<file path="src/rtl/ctx_stat_rmw_ctrl_pkg.sv">
// Shared definitions for the context-statistics read-modify-write scheduler.
package ctx_stat_rmw_ctrl_pkg;

    localparam int NUM_CTX = 365;
    localparam int AW      = 9;
    localparam int CTX_W   = 32;
    localparam int CNT_W   = 3;
    localparam logic [CTX_W-1:0] INIT_WORD = 32'h0000_0401;

    // Field placement inside a packed statistics word.
    localparam int N_LSB = 0;
    localparam int N_W   = 8;
    localparam int A_LSB = 8;
    localparam int A_W   = 8;
    localparam int B_LSB = 16;
    localparam int B_W   = 8;
    localparam int C_LSB = 24;
    localparam int C_W   = 8;

    typedef enum logic {
        ST_INIT = 1'b0,
        ST_RUN  = 1'b1
    } state_t;

endpackage

</file>
<file path="src/rtl/ctx_stat_rmw_ctrl_infl_fifo.sv">
// In-flight context FIFO: head at slot 0, shifts on pop, parallel compare
// against a probe index (head excluded while it is being popped).
module ctx_stat_rmw_ctrl_infl_fifo
    import ctx_stat_rmw_ctrl_pkg::*;
#(
    parameter int DEPTH = 2,
    parameter int W     = AW,
    parameter int CW    = CNT_W
) (
    input  logic          clk,
    input  logic          reset,
    input  logic          push,
    input  logic [W-1:0]  push_q,
    input  logic          pop,
    input  logic [W-1:0]  cmp_q,
    output logic [CW-1:0] count,
    output logic [W-1:0]  head,
    output logic          match
);

    localparam logic [CW-1:0] DEPTH_C = CW'(DEPTH);

    logic [W-1:0]  mem_q [DEPTH];
    logic [W-1:0]  mem_d [DEPTH];
    logic [CW-1:0] cnt_q;
    logic [CW-1:0] cnt_d;
    logic [CW-1:0] wr_idx;
    logic          pop_ok;
    logic          push_ok;

    always_comb begin
        pop_ok  = pop && (cnt_q != '0);
        push_ok = push && (pop_ok || (cnt_q < DEPTH_C));
        wr_idx  = pop_ok ? (cnt_q - CW'(1)) : cnt_q;

        mem_d = mem_q;
        if (pop_ok) begin
            for (int i = 0; i < DEPTH - 1; i++) begin
                mem_d[i] = mem_q[i+1];
            end
        end
        for (int i = 0; i < DEPTH; i++) begin
            if (push_ok && (CW'(i) == wr_idx)) begin
                mem_d[i] = push_q;
            end
        end

        cnt_d = cnt_q;
        if (push_ok && !pop_ok) begin
            cnt_d = cnt_q + CW'(1);
        end else if (!push_ok && pop_ok) begin
            cnt_d = cnt_q - CW'(1);
        end
    end

    always_comb begin
        match = 1'b0;
        for (int i = 0; i < DEPTH; i++) begin
            if ((CW'(i) < cnt_q) && (mem_q[i] == cmp_q) && !(pop && (i == 0))) begin
                match = 1'b1;
            end
        end
    end

    always_ff @(posedge clk or negedge reset) begin
        if (!reset) begin
            cnt_q <= '0;
            for (int i = 0; i < DEPTH; i++) begin
                mem_q[i] <= '0;
            end
        end else begin
            cnt_q <= cnt_d;
            mem_q <= mem_d;
        end
    end

    assign count = cnt_q;
    assign head  = mem_q[0];

endmodule

</file>
<file path="src/rtl/ctx_stat_rmw_ctrl.sv">
// Read-modify-write scheduler owning the single port of the context-statistics RAM.
// Optional CTX_BYPASS_EN: accept a read of the context being written back in the same cycle.
//
// state   | meaning
// ST_INIT | writing INIT_WORD to every entry, requests blocked
// ST_RUN  | write-backs and reads share the port, write-back first
module ctx_stat_rmw_ctrl
    import ctx_stat_rmw_ctrl_pkg::*;
#(
    parameter int MAX_INFL = 2
) (
    input  logic             clk,
    input  logic             reset,
    input  logic             en_in,
    input  logic [AW-1:0]    Q_in,
    output logic             ready,
    output logic             init_done,
    output logic             ram_en,
    output logic             ram_we,
    output logic [AW-1:0]    ram_addr,
    output logic [CTX_W-1:0] ram_wdata,
    input  logic [CTX_W-1:0] ram_rdata,
    output logic             ctx_valid,
    output logic [AW-1:0]    ctx_Q,
    output logic [CTX_W-1:0] ctx_stat,
    input  logic             upd_valid,
    input  logic [AW-1:0]    upd_Q,
    input  logic [CTX_W-1:0] upd_stat,
    output logic             err
);

    localparam logic [CNT_W-1:0] MAX_C    = CNT_W'(MAX_INFL);
    localparam logic [AW-1:0]    LAST_IDX = AW'(NUM_CTX - 1);

    state_t            state_q;
    state_t            state_d;
    logic [AW-1:0]     init_cnt_q;
    logic              init_done_q;

    logic              run;
    logic              hazard;
    logic              ready_rd;
    logic              ready_byp;
    logic              accept;
    logic              byp_take;
    logic              fifo_pop;
    logic [CNT_W-1:0]  fifo_cnt;
    logic [AW-1:0]     fifo_head;
    logic              err_set;

    logic              s1_valid_q;
    logic              s1_byp_q;
    logic [AW-1:0]     s1_q_q;
    logic [CTX_W-1:0]  s1_stat_q;
    logic              ctx_valid_q;
    logic [AW-1:0]     ctx_q_q;
    logic [CTX_W-1:0]  ctx_stat_q;
    logic              err_q;

    ctx_stat_rmw_ctrl_infl_fifo #(
        .DEPTH (MAX_INFL),
        .W     (AW),
        .CW    (CNT_W)
    ) u_infl_fifo (
        .clk    (clk),
        .reset  (reset),
        .push   (accept),
        .push_q (Q_in),
        .pop    (fifo_pop),
        .cmp_q  (Q_in),
        .count  (fifo_cnt),
        .head   (fifo_head),
        .match  (hazard)
    );

    always_comb begin
        run      = (state_q == ST_RUN);
        fifo_pop = upd_valid && run;
        ready_rd = init_done_q && !upd_valid && (fifo_cnt < MAX_C) && !hazard;
    end

`ifdef CTX_BYPASS_EN
    logic [CNT_W-1:0] cnt_after_pop;

    // The head is excluded from the hazard probe while it is popped, so a
    // request for the write-back context only clashes with a second copy.
    always_comb begin
        cnt_after_pop = (fifo_cnt == '0) ? '0 : (fifo_cnt - CNT_W'(1));
        ready_byp     = init_done_q && upd_valid && en_in && (Q_in == upd_Q) &&
                        !hazard && (cnt_after_pop < MAX_C);
    end
`else
    always_comb begin
        ready_byp = 1'b0;
    end
`endif

    always_comb begin
        ready    = ready_rd || ready_byp;
        accept   = en_in && ready;
        byp_take = accept && upd_valid;
        err_set  = upd_valid && (!run || (fifo_cnt == '0) || (upd_Q != fifo_head));
    end

    always_comb begin
        state_d   = state_q;
        ram_en    = 1'b0;
        ram_we    = 1'b0;
        ram_addr  = '0;
        ram_wdata = '0;
        case (state_q)
            ST_INIT: begin
                ram_en    = 1'b1;
                ram_we    = 1'b1;
                ram_addr  = init_cnt_q;
                ram_wdata = INIT_WORD;
                if (init_cnt_q == LAST_IDX) begin
                    state_d = ST_RUN;
                end
            end
            ST_RUN: begin
                if (upd_valid) begin
                    ram_en    = 1'b1;
                    ram_we    = 1'b1;
                    ram_addr  = upd_Q;
                    ram_wdata = upd_stat;
                end else if (accept) begin
                    ram_en   = 1'b1;
                    ram_addr = Q_in;
                end
            end
            default: state_d = ST_INIT;
        endcase
    end

    always_ff @(posedge clk or negedge reset) begin
        if (!reset) begin
            state_q     <= ST_INIT;
            init_cnt_q  <= '0;
            init_done_q <= 1'b0;
        end else begin
            state_q <= state_d;
            if (state_q == ST_INIT) begin
                init_cnt_q <= init_cnt_q + AW'(1);
                if (init_cnt_q == LAST_IDX) begin
                    init_done_q <= 1'b1;
                end
            end
        end
    end

    // Stage 1 waits for the synchronous RAM read; a bypassed request carries
    // the write-back word instead and ignores ram_rdata.
    always_ff @(posedge clk or negedge reset) begin
        if (!reset) begin
            s1_valid_q  <= 1'b0;
            s1_byp_q    <= 1'b0;
            s1_q_q      <= '0;
            s1_stat_q   <= '0;
            ctx_valid_q <= 1'b0;
            ctx_q_q     <= '0;
            ctx_stat_q  <= '0;
            err_q       <= 1'b0;
        end else begin
            s1_valid_q  <= accept;
            s1_byp_q    <= byp_take;
            if (accept) begin
                s1_q_q    <= Q_in;
                s1_stat_q <= upd_stat;
            end
            ctx_valid_q <= s1_valid_q;
            if (s1_valid_q) begin
                ctx_q_q    <= s1_q_q;
                ctx_stat_q <= s1_byp_q ? s1_stat_q : ram_rdata;
            end
            if (err_set) begin
                err_q <= 1'b1;
            end
        end
    end

    assign init_done = init_done_q;
    assign ctx_valid = ctx_valid_q;
    assign ctx_Q     = ctx_q_q;
    assign ctx_stat  = ctx_stat_q;
    assign err       = err_q;

endmodule

</file>
<file path="config.mk">
export PLATFORM = sky130hd
export DESIGN_NAME = ctx_stat_rmw_ctrl
export DESIGN_NICKNAME = d
export VERILOG_FILES = /design/src/rtl/ctx_stat_rmw_ctrl_pkg.sv /design/src/rtl/ctx_stat_rmw_ctrl_infl_fifo.sv /design/src/rtl/ctx_stat_rmw_ctrl.sv
export SDC_FILE = /design/constraint.sdc
export NUM_CORES = 1
export LEC_CHECK = 0
export CAP_MARGIN = 25
export CORE_MARGIN = 2
export CORE_UTILIZATION = 44
export CTS_BUF_LIST = sky130_fd_sc_hd__clkbuf_4 sky130_fd_sc_hd__clkbuf_8
export CTS_CLUSTER_DIAMETER = 120
export DETAILED_ROUTE_END_ITERATION = 6
export PLACE_DENSITY = 0.78
export SETUP_SLACK_MARGIN = 0.3
export SLEW_MARGIN = 25
export SYNTH_ARGS = -nofsm -noshare
export SYNTH_HDL_FRONTEND = slang
export SYNTH_HIERARCHICAL = 1
export SYNTH_SLANG_ARGS = --single-unit
</file>
<file path="constraint.sdc">
create_clock -name clk -period 4.1 [get_ports clk]
set_clock_uncertainty 0.1 [all_clocks]
set_input_delay 1.025 -clock clk [delete_from_list [all_inputs] [get_ports clk]]
set_output_delay 1.025 -clock clk [all_outputs]
set_load 0.005 [all_outputs]
</file>
* Word level (Yosys, flattened, before mapping)
Index checks and enable logic that the tools add are counted.
** Operators by class
- Eq/ne operators :: 5
- Reductions and logical operators :: 31
- $mul :: 0
- Bitwise operators :: 1
- Magnitude comparators :: 3
- Shifts and indexed selects :: 0
- $add $sub $neg :: 3
- Div/mod/pow operators :: 0
- Muxes and demuxes :: 20
** Operators with widths (number)
- $mux 32 :: 2
- $pmux 32 s2 :: 1
- $mux 9 :: 4
- $eq 9x9->1 :: 2
- $pmux 9 s2 :: 1
- $logic_and 1x1->1 :: 16
- $add 9x1->9 const B :: 1
- $eq 9x9->1 const B :: 1
- $mux 3 :: 3
- $ne 9x9->1 :: 1
- $mux 1 :: 7
- $logic_not 1->1 :: 6
- $logic_not 3->1 :: 2
- $lt 1x3->1 const A :: 2
- $pmux 1 s2 :: 2
- $reduce_bool 2->1 :: 2
- $add 3x1->3 const B :: 1
- $eq 1x3->1 const A :: 1
- $logic_or 1x1->1 :: 3
- $lt 3x2->1 const B :: 1
- $reduce_bool 3->1 :: 1
- $sub 3x1->3 const B :: 1
- $reduce_and 2->1 :: 1
- $not 1->1 :: 1
** Storage, ports and cells
- Memories :: 0
- Latch bits :: 0
- Register bits after elaboration :: 118
- Memory bits (read-only) :: 0
- Output and inout bits :: 88
- RAM bits :: 0

* Depth between registers and ports, before layout
Gate-level depths: netlist of the first run.
- Word-level depth :: 13
- Depth in mapped cells :: 14

* Hierarchy
Netlist of the first run, hierarchy kept.
** By module, submodules not included
- ctx_stat_rmw_ctrl :: instances 1, area an instance 4460.5 um2, cells each 382
- ctx_stat_rmw_ctrl_infl_fifo :: instances 1, area an instance 1366.3 um2, cells each 118

* Least setup slack after synthesis of the first run
OpenSTA, ideal clock, no wires.
- Kind :: input to output
- Start :: input port upd_valid
- End :: output port ram_addr[8]
- Arrival :: 2986 ps
- Cell stages on the path :: 11
- Slack :: -11 ps
- Required time :: 2975 ps
- Cells stage by stage :: clkbuf_1 clkbuf_1 and2_1 nor4_1 nand3_1 o41ai_1 or3_1 nor3_4 buf_6 a22oi_1 a21oi_1
** Between the ends
- Longest elaborated chain between the ends :: 11
** Ends and longest elaborated chain
- from (decl) :: RTL line ctx_stat_rmw_ctrl.sv:26 : input logic upd_valid,
- $logic_and 1x1->1 :: RTL line ctx_stat_rmw_ctrl.sv:78 : fifo_pop = upd_valid && run;
- net fifo_pop :: RTL line ctx_stat_rmw_ctrl.sv:46 : logic fifo_pop;
- $logic_not 1->1 :: RTL line ctx_stat_rmw_ctrl_infl_fifo.sv:59 : if ((CW'(i) < cnt_q) && (mem_q[i] == cmp_q) && !(pop && (i == 0))) begin
- $logic_and 1x1->1 :: RTL line ctx_stat_rmw_ctrl_infl_fifo.sv:59
- $mux 1 (2 in series) :: RTL line ctx_stat_rmw_ctrl_infl_fifo.sv:59
- net hazard :: RTL line ctx_stat_rmw_ctrl.sv:41 : logic hazard;
- $logic_not 1->1 :: RTL line ctx_stat_rmw_ctrl.sv:79 : ready_rd = init_done_q && !upd_valid && (fifo_cnt < MAX_C) && !hazard;
- $logic_and 1x1->1 :: RTL line ctx_stat_rmw_ctrl.sv:79
- $logic_and 1x1->1 :: RTL line ctx_stat_rmw_ctrl.sv:100 : accept = en_in && ready;
- $mux 9 :: RTL line ctx_stat_rmw_ctrl.sv:127 : end else if (accept) begin
- $mux 9 :: RTL line ctx_stat_rmw_ctrl.sv:122 : if (upd_valid) begin
- $pmux 9 s2 :: RTL line ctx_stat_rmw_ctrl.sv:111 : case (state_q)
- to (decl) :: RTL line ctx_stat_rmw_ctrl.sv:20 : output logic [AW-1:0] ram_addr,
The timed path passes the listed nets, and every way through them passes these cells.

* Worst setup path after layout of the first run
- Start :: input port Q_in[2]
- End :: output port ram_addr[8]
** Between the ends
- Longest elaborated chain between the ends :: 11
** Ends and longest elaborated chain
- from (decl) :: RTL line ctx_stat_rmw_ctrl.sv:15 : input logic [AW-1:0] Q_in,
- $eq 9x9->1 :: RTL line ctx_stat_rmw_ctrl_infl_fifo.sv:59
- $logic_and 1x1->1 (2 in series) :: RTL line ctx_stat_rmw_ctrl_infl_fifo.sv:59
- $mux 1 :: RTL line ctx_stat_rmw_ctrl_infl_fifo.sv:59
- $mux 1 (*) :: RTL line ctx_stat_rmw_ctrl_infl_fifo.sv:59
- net hazard :: RTL line ctx_stat_rmw_ctrl.sv:41
- $logic_not 1->1 (*) :: RTL line ctx_stat_rmw_ctrl.sv:79
- $logic_and 1x1->1 (*) :: RTL line ctx_stat_rmw_ctrl.sv:79
- $logic_and 1x1->1 (*) :: RTL line ctx_stat_rmw_ctrl.sv:100
- $mux 9 (*) :: RTL line ctx_stat_rmw_ctrl.sv:127
- $mux 9 (*) :: RTL line ctx_stat_rmw_ctrl.sv:122
- $pmux 9 s2 (*) :: RTL line ctx_stat_rmw_ctrl.sv:111
Mark *: on every way through the listed nets, which the timed path passes. The rest lies on a longest branch.

==> metrics.txt, run 1 <==
Die ar.=approximately 0.014 sq mm; synthesis-to-finish area growth=42.3%; first-pass GRT wire length=~24000 um; fraction of layout cells with a size suffix above 1=between 20 and 25%; Chip Height=around 120 um; post-route ant nets=0; gr usage total=about 22%; Fillers=between 900 and 1k; Core Region=around 0.013 sq mm; DP Cell Count=between 800 and 900; wire length after detailed routing=approximately 15000 um; RSZ-0062 raised after global routing=yes; Netlist cell types=46; worst slew pin tran=0.995 ns; biggest area consumer among synthesized cells=dfrtp_1; DR iter-0 viols=roughly 250; total CTS buffers=17; layout net count=about 800; Peak VDD IR=between 0.00015 and 0.0002 V; Yosys top cell area share=around half; Cells on Worst Hold Path=1; R2R depth=14; sequential share of the synthesized area=approximately 50%; HPWL after DPL=between 10000 and 15000 um; Leak=approximately 4.0 nW; Placer Congestion=0.891; crit path time final=4.04 ns; wire per inst=17.5 um; Syn Nets=between 500 and 600; Worst-Skew Late Latency=0.43 ns; largest net degree at the start of global routing=64; final hold violations=0; # DRC=0; CP required=approximately 3.0 ns; Die X=approximately 120 um; area of the multi-input gates=around 0.0027 sq mm; slew margin rel.=33.7%; Syn. warnings=6; flops & latches, synth=roughly 120; # diodes=0; vias per inst=5.24; Setup Viol. Count Final=0; vias=approximately 4.6k; Synth async-reset ratio=100%; Synth area leaders=dfrtp_1, mux2_1, mux2_2; Cell Pwr Density=about 280 mW/mm^2; syn avg cell area=around 12 sq um; vias in the first global route=4615; final period utilization=98.6%; kind of critical path=input port to output pin; Max-cap violations=0; root buf cell=clkbuf_8; Core Util, Final=63.3%; fmax=0.247 GHz; clock buffer depth=2; Sequential Area=approximately 0.0030 sq mm; startpoint types=input port; CTS tree=yes; Post-Synthesis Cells=500; total gr overflow=0; Post-synth EDFFs=0; top fanout value on the critical path=3; Core Rows=42; Place WS=-0.732 ns; Crit. End Element=output pin; # port buffers=approximately 170; number of antenna violations at the first check in global routing=0; First-pass DRT Iterations=4; status=finished, final reports clean; Reg clk slew, reported paths=about 0.06 ns; synthesized cell area=0.00583 sq mm; final setup margin=roughly 0.056 ns; fin cells=~880; Hold Crit Class=register to register; CTS sink count=roughly 120; fin. max-slew vios=0; Ports=about 170; Initial Util=~45%; Hold Buf Count CTS=0; top_reg_cell synth=dfrtp_1; H-tree levels=4; CP arrival=a little under 3 ns
-- power breakdown --
part	switching, mW	internal (mW)
combinational	0.0779	0.103
sequential	0.00848	1.16
clock	0.448	0.559
-- kinds of logic (layout without fill, tap and decap cells) --
family          after synthesis  in the layout  share of synthesized area, %
compound gates               65             65                          6.79
mux                         110            110                          20.6
flops                       118            118                          50.7
other cells                   1              1                        0.0644
simple gates                116            116                          10.5
buf+inv                      48            250                          4.70
fa+ha+maj                     6              6                          1.29
xor+xnor                     36             36                          5.41
-- worst max-delay path: stages --
cell and delay (ns):
buf_8 0.10, buf_4 0.14, xor2_2 0.14, nor4_2 0.30
nand3_1 0.16, o41ai_2 0.08, or3_4 0.20, nor3_4 0.05
buf_4 0.15, buf_6 0.11, buf_6 0.10, a22oi_2 0.12
a21oi_1 0.09, buf_2 0.16
-- per-layer routing --
layer	part of all wire, %	track usage [%]
met1	43	28.8
met2	47	35.2
met3	7.3	6.03
met4	2.1	8.33
met5	0	0
-- flip-flops by register name, summed over array words and instances, names as in the netlist --
register	cells
ctx_Q	9
ctx_stat	32
ctx_valid	1
err	1
init_cnt_q	9
init_done	1
run	1
s1_byp_q	1
s1_q_q	9
s1_stat_q	32
s1_valid_q	1
u_infl_fifo/count	3
u_infl_fifo/head	9
u_infl_fifo/mem_q	9
-- through the flow --
stage	setup TNS, ns	power [mW]	hold WS, ns	instance area, sq um
4_1_cts	0	2.39	0.388	8230
5_1_grt	-0.335	2.46	0.399	8290
3_3_place_gp	-12.50	1.37	0.364	7740
6_report	0	2.36	0.383	8290
2_1_floorplan	0	1.23	0.252	5870
3_5_place_dp	-16.51	1.37	0.373	7740
-- area by class of cell --
cell class / instances / share of cell area, %
multi-input combinational: 334 / 32.7
sequential: 118 / 35.7
clock buffer: 24 / 3.76
tap: 176 / 2.66
inverter: 7 / 0.317
clock inverter: 8 / 0.875
timing repair buffer: 211 / 24.0
-- cells in the mapped netlist, drive strengths merged, types with 3 or more instances --
cell type,count
dfrtp,118
mux2,78
nor2,45
a21oi,41
and3,32
mux2i,32
buf,22
xor2,22
clkbuf,19
xnor2,14
a22oi,9
inv,7
nand2,7
nand4,7
ha,6
nand2b,5
o21ai,5
nor3,4
nor4,4
nand3,3
-- final timing paths --
path | startpoint | endpoint | slack [ns]
max in group asynchronous | reset | s1_byp_q$_DFF_PN0_ | 2.37
worst max register to register | u_infl_fifo/count[1]$_DFFE_PN0P_ | u_infl_fifo/head[3]$_DFFE_PN0P_ | 0.62
worst min-delay path | s1_q_q[8]$_DFFE_PN0P_ | s1_q_q[8]$_DFFE_PN0P_ | 0.38
worst max-delay path | Q_in[2] | ram_addr[8] | 0.06
min in group asynchronous | reset | ctx_stat[10]$_DFFE_PN0P_ | 0.57
worst min register to register | s1_q_q[8]$_DFFE_PN0P_ | s1_q_q[8]$_DFFE_PN0P_ | 0.38
-- cell usage in the layout, fill, tap and decap left out, types with 7 or more instances in the layout --
master and instances:
clkbuf_8 21, buf_6 10, nor2_1 45, nand4_1 7
nand2_1 7, xnor2_1 14, clkdlybuf4s50_1 151, xor2_1 18
mux2_2 38, mux2_1 40, a22oi_2 9, buf_2 13
dfrtp_1 115, buf_4 31, mux2i_1 32, a21oi_1 40
and3_1 32
-- repair_timing --
action / in CTS / in global routing
endpoints found under the setup margin: 29 / 20
pin swaps: 21 / 7
cloned: 0 / 0
resized for setup: 99 / 12
buffers inserted: 10 / 3
Note: power is estimated with default switching activity, not from simulation.
==> run 2, diff against run 1 <==
--- a/config.mk
+++ b/config.mk
@@ -5,6 +5,7 @@
 export SDC_FILE = /design/constraint.sdc
 export NUM_CORES = 1
 export LEC_CHECK = 0
+export ABC_CLOCK_PERIOD_IN_PS = 4100
 export CAP_MARGIN = 25
 export CORE_MARGIN = 2
 export CORE_UTILIZATION = 44
@@ -12,6 +13,7 @@
 export CTS_CLUSTER_DIAMETER = 120
 export DETAILED_ROUTE_END_ITERATION = 6
 export PLACE_DENSITY = 0.78
+export REMOVE_ABC_BUFFERS = 1
 export SETUP_SLACK_MARGIN = 0.3
 export SLEW_MARGIN = 25
 export SYNTH_ARGS = -nofsm -noshare
==> run 2 against run 1 <==
Effect of this change: combinational power up 2%; first-iteration DRC count grew 0.81%; sequential share of layout area fell by 0.74 points; critical path depth down 1; largest power group is now clock; count of clock-buffer cells in the layout grew 2.
==> metrics.txt, run 2 (synthesis gave the netlist of run 1 again) <==
fmax=0.249 GHz (was 0.247 GHz); total internal power=2.14 mW (was 1.83 mW); critical path's slowest cell=nor4_2 (unchanged); First-pass DRT Iterations=4 (unchanged); most common cell after layout, fill and taps aside=clkdlybuf4s50_1 (unchanged); most frequent cells in the layout=clkdlybuf4s50_1, dfrtp_1, nor2_1 (unchanged); RSZ-0062 raised after global routing=yes (unchanged); # diodes=0 (unchanged); final period utilization=98.1% (was 98.6%); status=finished, final reports clean (unchanged); Max-cap violations=0 (unchanged); Crit. End Element=output pin (unchanged); layout net count=785 (was 781); Reg clk slew, reported paths=0.07 ns (was 0.06 ns); vias in the first global route=4777 (was 4615); vias per inst=5.21 (was 5.24); clock buffer depth=2 (unchanged); gr usage total=22.8% (was 22.1%); root buf cell=clkbuf_8 (unchanged); Critical Path, Cell by Cell=buf_12 > xor2_4 > nor4_2 > nand4_1 > o41ai_2 > or3_4 > nor3_4 > buf_4 > buf_6 > buf_6 > a22oi_2 > a21oi_2 > buf_2 (was buf_8 > buf_4 > xor2_2 > nor4_2 > nand3_1 > o41ai_2 > or3_4 > nor3_4 > buf_4 > buf_6 > buf_6 > a22oi_2 > a21oi_1 > buf_2); Worst Min Path Start=s1_stat_q[15]$_DFFE_PN0P_ (was s1_q_q[8]$_DFFE_PN0P_); kind of critical path=input port to output pin (unchanged); Sw Ratio=20.2% (was 22.6%); Leak=4.03 nW (was 3.96 nW); CTS sink count=118 (unchanged); Cell Pwr Density=316 mW/mm^2 (was 285 mW/mm^2); Logic pwr share=6.9% (was 7.7%); largest net degree at the start of global routing=60 (was 64); startpoint types=input port (unchanged); Crit path max-delay family=simple AND/OR/NAND/NOR gates (was buffers and inverters); # DRC=0 (unchanged); slew margin rel.=32.1% (was 33.7%); total CTS buffers=17 (unchanged); vias=4592 (was 4601); Initial Util=44.5% (unchanged); post-route ant nets=0 (unchanged); FF-to-FF setup slack=0.69 ns (was 0.62 ns); # port buffers=173 (unchanged); Core Rows=42 (unchanged); RR Startpoint=u_infl_fifo/count[1]$_DFFE_PN0P_ (unchanged); crit path time final=4.02 ns (was 4.04 ns); R2R depth=17 (was 14); Critical Path Max Stage Delay=0.28 ns (was 0.30 ns); final hold violations=0 (unchanged); Ports=174 (unchanged); first-pass GRT wire length=25300 um (was 24500 um); worst slew pin tran=1.02 ns (was 0.995 ns); worst path buffer plus inverter count=5 (was 6); Worst-Skew Late Latency=0.43 ns (about the same); Core Region=0.0131 sq mm (unchanged); number of antenna violations at the first check in global routing=0 (unchanged); fraction of layout cells with a size suffix above 1=22.8% (was 22.4%); Chip Height=119 um (unchanged); wire length after detailed routing=15500 um (was 15400 um); RR Endpoint=u_infl_fifo/head[6]$_DFFE_PN0P_ (was u_infl_fifo/head[3]$_DFFE_PN0P_); Core Util, Final=64.7% (was 63.3%); DR iter-0 viols=248 (was 246); Hold Buf Count CTS=0 (unchanged); fin. max-slew vios=0 (unchanged); Setup Viol. Count Final=0 (unchanged); Placer Congestion=0.826 (was 0.891); Die X=119 um (unchanged); Most common cell on crit path=buf_6; synthesis-to-finish area growth=45.3% (was 42.3%); HPWL after DPL=10900 um (was 10800 um); Sw Pwr=0.540 mW (was 0.534 mW); Peak VDD IR=0.000183 V (was 0.000153 V); Flop pwr share=43.8% (was 49.7%); top fanout value on the critical path=4 (was 3); total gr overflow=0 (unchanged); CTS tree=yes (unchanged); H-tree levels=4 (unchanged); Total Power=2.68 mW (was 2.36 mW); Die ar.=0.0142 sq mm (unchanged); Hold Crit Class=register to register (unchanged); Cells on Worst Hold Path=1 (unchanged); wire per inst=17.6 um (was 17.5 um); WHS Endpoint=s1_stat_q[15]$_DFFE_PN0P_ (was s1_q_q[8]$_DFFE_PN0P_); clock share of power=49.2% (was 42.6%); Worst Hold Slack=0.386 ns (was 0.383 ns); CP arrival=2.90 ns (was 2.92 ns); CP required=2.97 ns (about the same)
-- run 2: worst reg2reg max path: cells and delay by family (launching register included) --
kind,cells,cell delay (ns)
flip-flops,1,0.47
multiplexers,1,0.28
adder cells (fa/ha/maj),1,0.16
AO/OA/AOI/OAI,3,0.45
AND/OR/NAND/NOR,3,0.62
buffers and inverters,9,1.21
-- run 2: per-layer routing --
layer,vias to the layer above,wire (um),GRT usage [%]
li1,2139,-,-
met1,2277,6790,29.7
met2,159,7570,36.9
met3,17,904,6.32
met4,0,220,7.81
met5,-,0,0
-- run 2: final cells by class --
cell class / count / area, sq um
inverter: 7 / 26.3
sequential: 118 / 2960
tap: 176 / 220
clock buffer: 26 / 352
timing repair buffer: 215 / 2030
multi-input combinational: 334 / 2730
fill: 1004 / 4620
clock inverter: 6 / 158
-- run 2: through the flow --
step                      cell area [sq um]  setup TNS (ns)  worst slack, ns  instances
after floorplan                        5580           -8.98           -0.706        459
after global placement                 7750           -7.55           -0.686        836
after detailed placement               7760           -8.06           -0.726        836
after CTS                              8400               0           0.0280        880
after global routing                   8470               0         0.000524        882
final                                  8470               0           0.0787        882
-- run 2: timing repair --
item / in CTS / in global routing
endpoints found under the setup margin: 11 / 20
setup buffers: 12 / 2
resized for setup: 106 / 12
pin swaps: 22 / 9
-- run 2: worst max-delay path by stage --
stage             startpoint           to  slack [ns]  cells after the start
5_1_grt              Q_in[5]  ram_addr[0]      0.0005                     13
4_1_cts              Q_in[6]  ram_addr[2]        0.03                     14
6_report             Q_in[5]  ram_addr[0]        0.08                     13
2_1_floorplan  run$_DFF_PN0_  ram_addr[8]       -0.71                      8
3_5_place_dp         Q_in[5]  ram_addr[2]       -0.73                     12
3_3_place_gp         Q_in[5]  ram_addr[0]       -0.69                     12
-- run 2: power groups by stage --
stage | Clock, mW | Sequential [mW] | Combinational, mW
3_3_place_gp | 0 | 1.20 | 0.175
5_1_grt | 1.40 | 1.17 | 0.201
3_5_place_dp | 0 | 1.20 | 0.178
2_1_floorplan | 0 | 1.19 | 0.0316
6_report | 1.32 | 1.17 | 0.185
4_1_cts | 1.35 | 1.17 | 0.183
